### config.mk
export PLATFORM = sky130hd
export DESIGN_NAME = gs_if_stage
export DESIGN_NICKNAME = d
export VERILOG_FILES = /design/src/rtl/gs_if_stage.sv
export SDC_FILE = /design/constraint.sdc
export NUM_CORES = 1
export LEC_CHECK = 0
export ABC_CLOCK_PERIOD_IN_PS = 4850
export BUFFER_PORTS_ARGS = -buffer_cell sky130_fd_sc_hd__buf_2
export CORE_UTILIZATION = 49
export CTS_BUF_LIST = sky130_fd_sc_hd__clkbuf_16
export DETAILED_ROUTE_END_ITERATION = 10
export GPL_TIMING_DRIVEN = 0
export PLACE_DENSITY = 0.88
export SLEW_MARGIN = 20
export SYNTH_ARGS = -nofsm -noshare
export SYNTH_HDL_FRONTEND = slang
export SYNTH_SLANG_ARGS = --single-unit
### constraint.sdc
create_clock -name clk -period 4.85 [get_ports clk]
set_input_delay 0.2425 -clock clk [delete_from_list [all_inputs] [get_ports clk]]
set_output_delay 0.2425 -clock clk [all_outputs]
set_load 0.01 [all_outputs]
### src/rtl/gs_if_stage.sv
// rtl/gs_if_stage.sv - instruction fetch stage: one outstanding imem fetch feeding a small head-registered FIFO
module gs_if_stage #(
  parameter logic [31:0] RESET_PC   = 32'h0000_0000,
  parameter int unsigned FIFO_DEPTH = 2
) (
  input  logic        clk,
  input  logic        rst,
  output logic        imem_req_o,
  output logic [31:0] imem_addr_o,
  input  logic        imem_gnt_i,
  input  logic        imem_rvalid_i,
  input  logic [31:0] imem_rdata_i,
  input  logic        redirect_i,
  input  logic [31:0] redirect_pc_i,
  input  logic        halt_if_i,
  output logic [31:0] pc_o,
  output logic [31:0] pc_4_o,
  output logic [31:0] instr_o,
  output logic        if_valid_o
);

  localparam int unsigned PTR_W = (FIFO_DEPTH > 1) ? $clog2(FIFO_DEPTH) : 1;
  localparam int unsigned CNT_W = $clog2(FIFO_DEPTH + 1);
  localparam logic [CNT_W-1:0] DEPTH_C = CNT_W'(FIFO_DEPTH);

  typedef enum logic [1:0] {RST_S, REQ_S, WAIT_S, KILL_S} state_e;

  state_e           state_q, state_d;
  logic [31:0]      fetch_pc_q, fetch_pc_d;
  logic [31:0]      pc_mem_q    [FIFO_DEPTH];
  logic [31:0]      pc_mem_d    [FIFO_DEPTH];
  logic [31:0]      instr_mem_q [FIFO_DEPTH];
  logic [31:0]      instr_mem_d [FIFO_DEPTH];
  logic [PTR_W-1:0] rd_ptr_q, rd_ptr_d;
  logic [PTR_W-1:0] wr_ptr_q, wr_ptr_d;
  logic [CNT_W-1:0] count_q, count_d;
  logic             grant;
  logic             push;
  logic             pop;

  assign if_valid_o = (count_q != '0);
  assign pc_o       = pc_mem_q[rd_ptr_q];
  assign pc_4_o     = pc_mem_q[rd_ptr_q] + 32'd4;
  assign instr_o    = instr_mem_q[rd_ptr_q];

  always_comb begin
    state_d     = state_q;
    fetch_pc_d  = fetch_pc_q;
    pc_mem_d    = pc_mem_q;
    instr_mem_d = instr_mem_q;
    rd_ptr_d    = rd_ptr_q;
    wr_ptr_d    = wr_ptr_q;
    count_d     = count_q;
    imem_req_o  = 1'b0;
    imem_addr_o = fetch_pc_q;
    grant       = 1'b0;
    push        = 1'b0;
    pop         = if_valid_o & ~halt_if_i & ~redirect_i;

    // The in-flight slot is only taken when the FIFO can still absorb its response.
    case (state_q)
      RST_S: state_d = REQ_S;
      REQ_S: begin
        imem_req_o = (count_q < DEPTH_C);
        grant      = imem_req_o & imem_gnt_i;
        if (grant) begin
          fetch_pc_d = fetch_pc_q + 32'd4;
          state_d    = WAIT_S;
        end
      end
      WAIT_S: begin
        if (imem_rvalid_i) begin
          push    = ~redirect_i;
          state_d = REQ_S;
        end
      end
      KILL_S: begin
        if (imem_rvalid_i) state_d = REQ_S;
      end
      default: state_d = RST_S;
    endcase

    if (redirect_i) begin
      fetch_pc_d = {redirect_pc_i[31:2], 2'b00};
      rd_ptr_d   = '0;
      wr_ptr_d   = '0;
      count_d    = '0;
      // A fetch still owed by memory must be swallowed before refetching.
      if (grant || (state_q == WAIT_S && !imem_rvalid_i) ||
          (state_q == KILL_S && !imem_rvalid_i)) begin
        state_d = KILL_S;
      end else begin
        state_d = REQ_S;
      end
    end else begin
      if (push) begin
        pc_mem_d[wr_ptr_q]    = fetch_pc_q - 32'd4;
        instr_mem_d[wr_ptr_q] = imem_rdata_i;
        wr_ptr_d              = wr_ptr_q + PTR_W'(1);
      end
      if (pop) rd_ptr_d = rd_ptr_q + PTR_W'(1);
      case ({push, pop})
        2'b10:   count_d = count_q + CNT_W'(1);
        2'b01:   count_d = count_q - CNT_W'(1);
        default: count_d = count_q;
      endcase
    end
  end

  always_ff @(posedge clk or posedge rst) begin
    if (rst) begin
      state_q     <= RST_S;
      fetch_pc_q  <= RESET_PC;
      pc_mem_q    <= '{default: '0};
      instr_mem_q <= '{default: '0};
      rd_ptr_q    <= '0;
      wr_ptr_q    <= '0;
      count_q     <= '0;
    end else begin
      state_q     <= state_d;
      fetch_pc_q  <= fetch_pc_d;
      pc_mem_q    <= pc_mem_d;
      instr_mem_q <= instr_mem_d;
      rd_ptr_q    <= rd_ptr_d;
      wr_ptr_q    <= wr_ptr_d;
      count_q     <= count_d;
    end
  end

endmodule

Word level (Yosys, flattened, before mapping)
Index checks and enable logic that the tools add are counted.

Add/subtract/negate cells: 7. Muxes and demuxes: 28. Order comparisons: 4. Bitwise gates (word level): 7. Equal/unequal tests: 7. Reductions and logical operators: 17.

Operators with widths (count): 32-bit two-way mux (10); 64-bit bitwise mux (2); 32-bit by 3-bit adder with 32-bit output (second input constant) (2); 32-bit demux with 1-bit select (1); 32-bit by 3-bit subtractor with 32-bit output (second input constant) (1); 2-bit two-way mux (5); 2-bit nonzero test (5); 1-bit two-way mux (8); 2-bit == test (second input constant) (3); 2-bit case mux with 3 select lines (1); 2-bit AND reduction (3); 2-bit by 1-bit == test with 1-bit output (second input constant) (2); 2-bit >= comparator (second input constant) (2); 1-bit inverter with 2-bit output (2); 2-bit case mux with 2 select lines (1); 1-bit bitwise AND (3); 1-bit logical AND (3); 3-bit by 1-bit inequality test with 1-bit output (second input constant) (1); 3-bit inequality test (second input constant) (1); 3-bit nonzero test (1); 1-bit adder (second input constant) (2); 2-bit by 1-bit adder with 2-bit output (second input constant) (1); 2-bit logical NOT (1); 1-bit logical OR (2); 6 further kinds (7).

Register bits after elaboration: 166. Input bits: 70. Output and inout port bits: 130. Word-level logic and storage cells: 79.

Depth between registers and ports, before layout
Gate-level depths: netlist (run 1).

Depth after elaboration: 7. Depth in mapped cells: 12. Gate-level depth less buffers: 8.

Worst setup path before layout (run 1)
OpenSTA, ideal clock, no wires.

Kind: register to output. Start point: reg rd_ptr_q. End point: out pc_4_o[24]. Slack: 1.780 ns. Arrival: 2.828 ns. Path buffers: 4. Data required time: 4.608 ns. Stages on the path, launching flop included: 13. Path through: dfrtp_1 > buf_2 > buf_2 > buf_1 > buf_2 > mux2i_1 > inv_1 > ha_1 > inv_1 > a211oi_1 > nand4_1 > nand2b_1 > xnor2_1.

Word-level cells in the longest chain between the ends: 5.

RTL lines: start, declared (line 34) `logic [PTR_W-1:0] rd_ptr_q, rd_ptr_d;`; start signal, assigned (line 124) `rd_ptr_q <= rd_ptr_d;`; 1-bit inverter with 2-bit output; 32-bit two-way mux (3 in a row); net pc_o[2] (line 16) `output logic [31:0] pc_o,`; 32-bit by 3-bit adder with 32-bit output (line 43) `assign pc_4_o = pc_mem_q[rd_ptr_q] + 32'd4;`; end, declared (line 17) `output logic [31:0] pc_4_o,`.

The timed path passes the listed nets, and every way through them passes these cells. The select of a mux whose other input is x is not followed.

Final worst setup path (run 1)
Start point: reg rd_ptr_q. End point: out pc_4_o[24].

Word-level cells in the longest chain between the ends: 5.

RTL lines (line): 1-bit inverter with 2-bit output (implied by the code) (43); 32-bit two-way mux (implied by the code) (3 in a row) (43); 32-bit by 3-bit adder with 32-bit output (43).

Every way passes these cells. The select of a mux whose other input is x is not followed.

==> impl_metrics.json, run 1 <==
{
  "grt-ovfl-total": 0,
  "p_sw_share_pct": 34.2,
  "seq_power_share_pct": 37.7,
  "pwr-share-comb_pct": 33.5,
  "max_cap_violations": 0,
  "die_x_um": 135,
  "hold_viol": 0,
  "netlist_instances": 850,
  "r2r-start": "imem_addr_o[2]$_DFFE_PP0P_",
  "viasPerCell": 5.56,
  "max_freq_mhz": 238,
  "final_max_slew_viol_count": 0,
  "post-route-period-util_pct": 86.5,
  "powerDensity_mw_per_mm2": 451,
  "ctsLongestPathBuffers": 2,
  "tightest_slew_ns": 0.844,
  "cp-startpoint": "rd_ptr_q$_DFFE_PP0P_",
  "start_util_pct": 50.2,
  "instances_no_fill": 1305,
  "max_slew_margin_pct": 43.2,
  "dr.pass1.iters": 5,
  "die-area_sq_mm": 0.0183,
  "cts.sinks": 160,
  "drc": 0,
  "synth-seq-cells": 160,
  "ys_warn_count": 0,
  "slowest_stage": "a211oi_1",
  "cts_max_level": 4,
  "setup-tns-final_ns": 0,
  "yosysSeqAreaShare_pct": 45.9,
  "synth-edff-count": 0,
  "drt_iter0_markers": 557,
  "clk_latency_ns": 0.43,
  "core_sq_mm": 0.0174,
  "end_kind": "output pin",
  "rows": 48,
  "layout.cells.most_common": "buf_2",
  "avgSynthCellArea_sq_um": 10.3,
  "holdWs_ns": 0.0242,
  "p_leak_nw": 4.97,
  "cts_buffers": 17,
  "drtAntennaViolNets": 0,
  "critPathMaxFanout": 19,
  "rsz0062_at_grt": "false",
  "gp_congestion": 0.893,
  "p_int_mw": 3.16,
  "p_total_mw": 4.80,
  "track_usage_pct": 25.9,
  "syn2layout_area_growth_pct": 21.9,
  "die_height_um": 135,
  "clockRootBuffer": "clkbuf_16",
  "finalInstanceArea_sq_mm": 0.0106,
  "placedCellCount": 1272,
  "grt_antenna_before_repair": 1,
  "min_period_ns": 4.20,
  "clkTransAtPathRegs_ns": 0.07,
  "drive_above_1_share_pct": 36.4,
  "clkPwrFrac_pct": 28.8,
  "crit_path_end": "pc_4_o[24]",
  "r2r_slack_ns": 2.24,
  "worstSetupStartpointType": "flip-flop",
  "synthFlopType": "dfrtp_1",
  "first_global_vias": 6888,
  "r2r_cells": 9,
  "criticalPathCategory": "flip-flop to output pin",
  "grt_max_degree": 92,
  "crit_top_cell": "buf_2",
  "status": "finished clean",
  "cp.arrival_ns": 3.95,
  "fin_nets": 1139,
  "route.vias.total": 7255,
  "grt_pass1_wl_mm": 36.2,
  "path_cells": "buf_2 -> buf_2 -> buf_2 -> mux2i_1 -> inv_1 -> ha_1 -> inv_1 -> a211oi_1 -> nand4_1 -> nand2b_1 -> xnor2_1 -> buf_2",
  "min_from": "redirect_pc_i[10]",
  "placement.io_buffers": 191,
  "ioPinCount": 200,
  "layout_common_cells": "202 x buf_2, 160 x dfrtp_1, 118 x mux2_2",
  "placed_cell_area_sq_mm": 0.0100,
  "syn_area_sq_mm": 0.00872,
  "cpPeakStageDelay_ns": 0.46,
  "cts_setup_buffers": 0,
  "wire_per_inst_um": 17.5,
  "peakVddDrop_mv": 0.280,
  "dp_hpwl_mm": 16.8,
  "worstReg2RegEnd": "pc_mem_q[60]$_DFFE_PP0P_",
  "required_ns": 4.61,
  "setup_violations": 0,
  "async_flop_share_pct": 100,
  "p_switching_mw": 1.64,
  "wirelength_mm": 22.8,
  "tritoncts": "done",
  "finalClockSkew_ns": 0.00934,
  "hold_path_class": "input pin to flip-flop",
  "ys_types": 56,
  "fillers": 1388
}
## through the flow
| step | utilization, % | setup slack, ns |
|---|---|---|
| 5_1_grt | 61.2 | 0.313 |
| 3_5_place_dp | 57.7 | 0.593 |
| 4_1_cts | 61.2 | 0.163 |
| 6_report | 61.2 | 0.653 |
| 2_1_floorplan | - | 0.288 |
| 3_3_place_gp | 57.5 | -1.30 |
## worst max-delay path: cells and delay by family, from the launching register on
kind	cells	cell delay (ns)
AOI/OAI and AO/OA	1	0.46
xor gates and xnor gates	1	0.12
adders and majority gates	1	0.28
buffers and inverters	6	1.42
DFF	1	0.41
muxes	1	0.18
and+or+nand+nor	2	0.67
## worst min-delay path by stage
stage          slack [ns]                           to  depth (start not counted)
6_report             0.02  imem_addr_o[10]$_DFFE_PP0P_                          3
5_1_grt              0.02   imem_addr_o[5]$_DFFE_PP0P_                          3
4_1_cts             0.009  imem_addr_o[10]$_DFFE_PP0P_                          3
3_5_place_dp         0.34  instr_mem_q[13]$_DFFE_PP0P_                          2
3_3_place_gp         0.45  imem_addr_o[14]$_DFFE_PP0P_                          3
2_1_floorplan        0.36  imem_addr_o[10]$_DFFE_PP0P_                          2
## synth_stat cells, types with 3 or more instances
library cell | number | share of area, %
or2_2 | 5 | 0.36
buf_4 | 7 | 0.60
buf_1 | 5 | 0.22
nor4_2 | 4 | 0.57
dfrtp_1 | 160 | 46
nor2b_1 | 3 | 0.22
nand3b_1 | 5 | 0.43
and4_1 | 3 | 0.30
ha_1 | 3 | 0.43
a21oi_1 | 37 | 2.1
nor3_1 | 15 | 0.86
clkbuf_1 | 24 | 1.0
nand4b_1 | 7 | 0.70
buf_2 | 11 | 0.63
nand2b_1 | 4 | 0.29
nor2_1 | 64 | 2.8
mux2_2 | 118 | 15
and2_1 | 5 | 0.36
buf_6 | 10 | 1.3
inv_1 | 16 | 0.69
nand4_1 | 22 | 1.6
o21ai_1 | 16 | 0.92
mux2i_1 | 7 | 0.80
a22oi_1 | 3 | 0.26
nor3b_1 | 3 | 0.26
xnor2_1 | 39 | 3.9
nand3_1 | 29 | 1.7
nand2_1 | 94 | 4.0
xor2_1 | 42 | 4.2
and3_1 | 6 | 0.43
o21ai_0 | 49 | 2.8
or4_1 | 5 | 0.43
nor4b_2 | 3 | 0.52
## per-layer routing
metal | up-vias | part of all wire (%) | GRT usage [%]
li1 | 3382 | - | -
met1 | 3543 | 43 | 34.3
met2 | 289 | 49 | 41.9
met3 | 41 | 6.0 | 5.05
met4 | 0 | 2.5 | 9.86
met5 | - | 0 | 0
## power groups by stage
stage / clock network, mW / registers [mW] / logic, mW
6_report: 1.38 / 1.81 / 1.61
5_1_grt: 1.46 / 1.84 / 1.75
4_1_cts: 1.40 / 1.80 / 1.61
3_5_place_dp: 0 / 1.82 / 1.60
3_3_place_gp: 0 / 1.80 / 1.56
2_1_floorplan: 0 / 1.77 / 1.02
## final cells by class
| class | count | area, sq um | area share (%) |
|---|---|---|---|
| Multi-Input combinational cell | 617 | 4290 | 40.3 |
| Timing Repair Buffer | 193 | 993 | 9.35 |
| Inverter | 16 | 67.6 | 0.636 |
| Buffer | 61 | 380 | 3.58 |
| Tap cell | 225 | 282 | 2.65 |
| Antenna cell | 1 | 2.50 | 0.0235 |
| Sequential cell | 160 | 4000 | 37.7 |
| Clock inverter | 15 | 186 | 1.75 |
| Clock buffer | 17 | 425 | 4.00 |
## registers in the layout, summed over array words and instances (netlist names)
register     count
state_q          2
count_q          2
rd_ptr_q         1
wr_ptr_q         1
imem_addr_o     30
instr_mem_q     64
pc_mem_q        60
## logic make-up after synthesis
family,synth area share [%]
AO/OA/AOI/OAI,7.08
XOR/XNOR,8.14
adder cells (fa/ha/maj),0.431
buffers and inverters,5.10
flip-flops,45.9
multiplexers,16.0
other,0.0430
AND/OR/NAND/NOR,17.2
## repair_timing
action	4_1_cts	5_1_grt
endpoints found under the hold margin	69	0
gates resized for setup	0	0
hold buffers	1	0
endpoints found under the setup margin	0	5
Power figures use the tool's default switching activity.
==> run 2: changes to the inputs <==
CORE_UTILIZATION = 45   (was 49)
PLACE_DENSITY = 0.82   (was 0.88)
REMOVE_ABC_BUFFERS = 1   (was unset)
==> run 2 against run 1 <==
Worst setup slack improved by 0.45 ns. Total power fell by 4.3%. Final cell count down 1.6%. Sequential power hardly changed. Register-to-register slack improved by 0.06 ns. Cell area decreased by 2.5%. Maximum frequency rose by 12%. Routed wire length is 9.4% lower. Largest power group unchanged. Clock-buffer cell count is the same. Largest cell class unchanged. Non-clock buffer count is 55 lower. Core utilization shrank 6.2 points.
==> impl_metrics.json, run 2 (same netlist as run 1, synthesis figures left out) <==
{
  "critPathMaxFanout": 41,
  "tritoncts": "done",
  "drtAntennaViolNets": 0,
  "syn2layout_area_growth_pct": 18.9,
  "ctsHoldBuffers": 2,
  "wirelength_mm": 20.7,
  "cts_buffers": 17,
  "wire_per_inst_um": 16.1,
  "max_slew_margin_pct": 34.4,
  "layout.cells.most_common": "buf_2",
  "first_global_vias": 6495,
  "dr.pass1.iters": 5,
  "criticalPathCategory": "flip-flop to output pin",
  "hold_path_class": "input pin to flip-flop",
  "rows": 50,
  "drt_iter0_markers": 331,
  "setup_violations": 0,
  "rsz0062_at_grt": "false",
  "clkTransAtPathRegs_ns": 0.07,
  "cts_max_level": 4,
  "grt_util_met1_pct": 28.0,
  "status": "finished clean",
  "r2r_cells": 5,
  "layout_common_cells": "191 x buf_2, 159 x dfrtp_1, 118 x mux2_2",
  "start_util_pct": 46.3,
  "route.vias.total": 6763,
  "clk_latency_ns": 0.43,
  "busiest_layer": "met2",
  "max_cap_violations": 0,
  "max_freq_mhz": 267,
  "cts_resized": 0,
  "drive_above_1_share_pct": 36.1,
  "regMostFlops": "instr_mem_q",
  "cts.sinks": 160,
  "grt_max_degree": 100,
  "gp_congestion": 0.805,
  "placement.io_buffers": 191,
  "powerDensity_mw_per_mm2": 443,
  "use_met3_pct": 3.91,
  "crit_path_end": "pc_4_o[22]",
  "die_x_um": 141,
  "worstSetupStartpointType": "flip-flop",
  "end_kind": "output pin",
  "cp-startpoint": "rd_ptr_q$_DFFE_PP0P_",
  "dp_hpwl_mm": 14.8,
  "die_height_um": 141,
  "placedCellCount": 1250,
  "fillers": 1616,
  "r2r_slack_ns": 2.30,
  "drc": 0,
  "fin_nets": 1084,
  "clockRootBuffer": "clkbuf_16",
  "r2r-start": "state_q[0]$_DFFE_PP0P_",
  "tightest_slew_ns": 0.974,
  "finalClockSkew_ns": 0.0161,
  "min_period_ns": 3.74,
  "insertedDiodeCount": 0,
  "cp.arrival_ns": 3.50,
  "place_ws_ns": 1.55,
  "met2_usage_pct": 35.3,
  "layout_setup_ws_ns": 1.11,
  "grt-ovfl-total": 0,
  "grt_antenna_before_repair": 0,
  "hold_viol": 0,
  "instances_no_fill": 1284,
  "core_sq_mm": 0.0188,
  "die-area_sq_mm": 0.0199,
  "largest_register_ffs": 64,
  "worstReg2RegEnd": "instr_mem_q[57]$_DFFE_PP0P_",
  "ctsLongestPathBuffers": 2,
  "p_leak_nw": 4.78,
  "holdWs_ns": 0.0201,
  "track_usage_pct": 21.4,
  "required_ns": 4.61,
  "final_max_slew_viol_count": 0,
  "grt_pass1_wl_mm": 33.2,
  "post-route-period-util_pct": 77.2,
  "ioPinCount": 200,
  "setup-tns-final_ns": 0,
  "viasPerCell": 5.27,
  "peakVddDrop_mv": 0.261,
  "cts_setup_buffers": 0
}
run 2: critical path, cell delays in order, from the launching register on:
cell	delay, ns
dfrtp_4	0.76
mux2i_1	0.19
inv_1	0.11
ha_1	0.17
inv_1	0.07
a211oi_1	0.64
nand4_1	0.50
nor2_1	0.26
xor2_1	0.19
buf_2	0.16
run 2: worst min path at each step:
stage / start / to / depth (start not counted)
4_1_cts: redirect_pc_i[4] / imem_addr_o[4]$_DFFE_PP0P_ / 3
6_report: redirect_pc_i[3] / imem_addr_o[3]$_DFFE_PP0P_ / 3
2_1_floorplan: redirect_i / rd_ptr_q$_DFFE_PP0P_ / 1
3_5_place_dp: rst / instr_mem_q[1]$_DFFE_PP0P_ / 2
5_1_grt: redirect_pc_i[31] / imem_addr_o[31]$_DFFE_PP0P_ / 3
3_3_place_gp: redirect_pc_i[28] / imem_addr_o[28]$_DFFE_PP0P_ / 3
run 2: through the flow:
stage	cell area, sq um	power (mW)	utilization [%]
CTS	10400	4.63	55.0
global placement	9630	3.33	51.1
floorplan	8350	2.76	-
global route	10400	4.85	55.0
finish	10400	4.59	55.0
detailed placement	9810	3.38	52.1
run 2: final cells by class:
class                      count  area (sq um)  area share, %
clock buffer                  17           425           4.10
clock inverter                15           111           1.07
inverter                      16          67.6          0.652
multi-input combinational    617          4310           41.6
sequential                   160          4010           38.7
tap                          260           325           3.14
timing repair buffer         199          1120           10.8
run 2: where the power goes:
| group | internal [mW] | switching [mW] | total (mW) |
|---|---|---|---|
| combinational | 0.724 | 0.808 | 1.53 |
| sequential | 1.59 | 0.229 | 1.82 |
| clock | 0.659 | 0.573 | 1.23 |
| total | 2.98 | 1.61 | 4.59 |
run 2: layer usage:
metal / wire, um / share of wire, %
met1: 9240 / 45
met2: 10000 / 49
met4: 286 / 1.4
met5: 0 / 0
met3: 1110 / 5.4
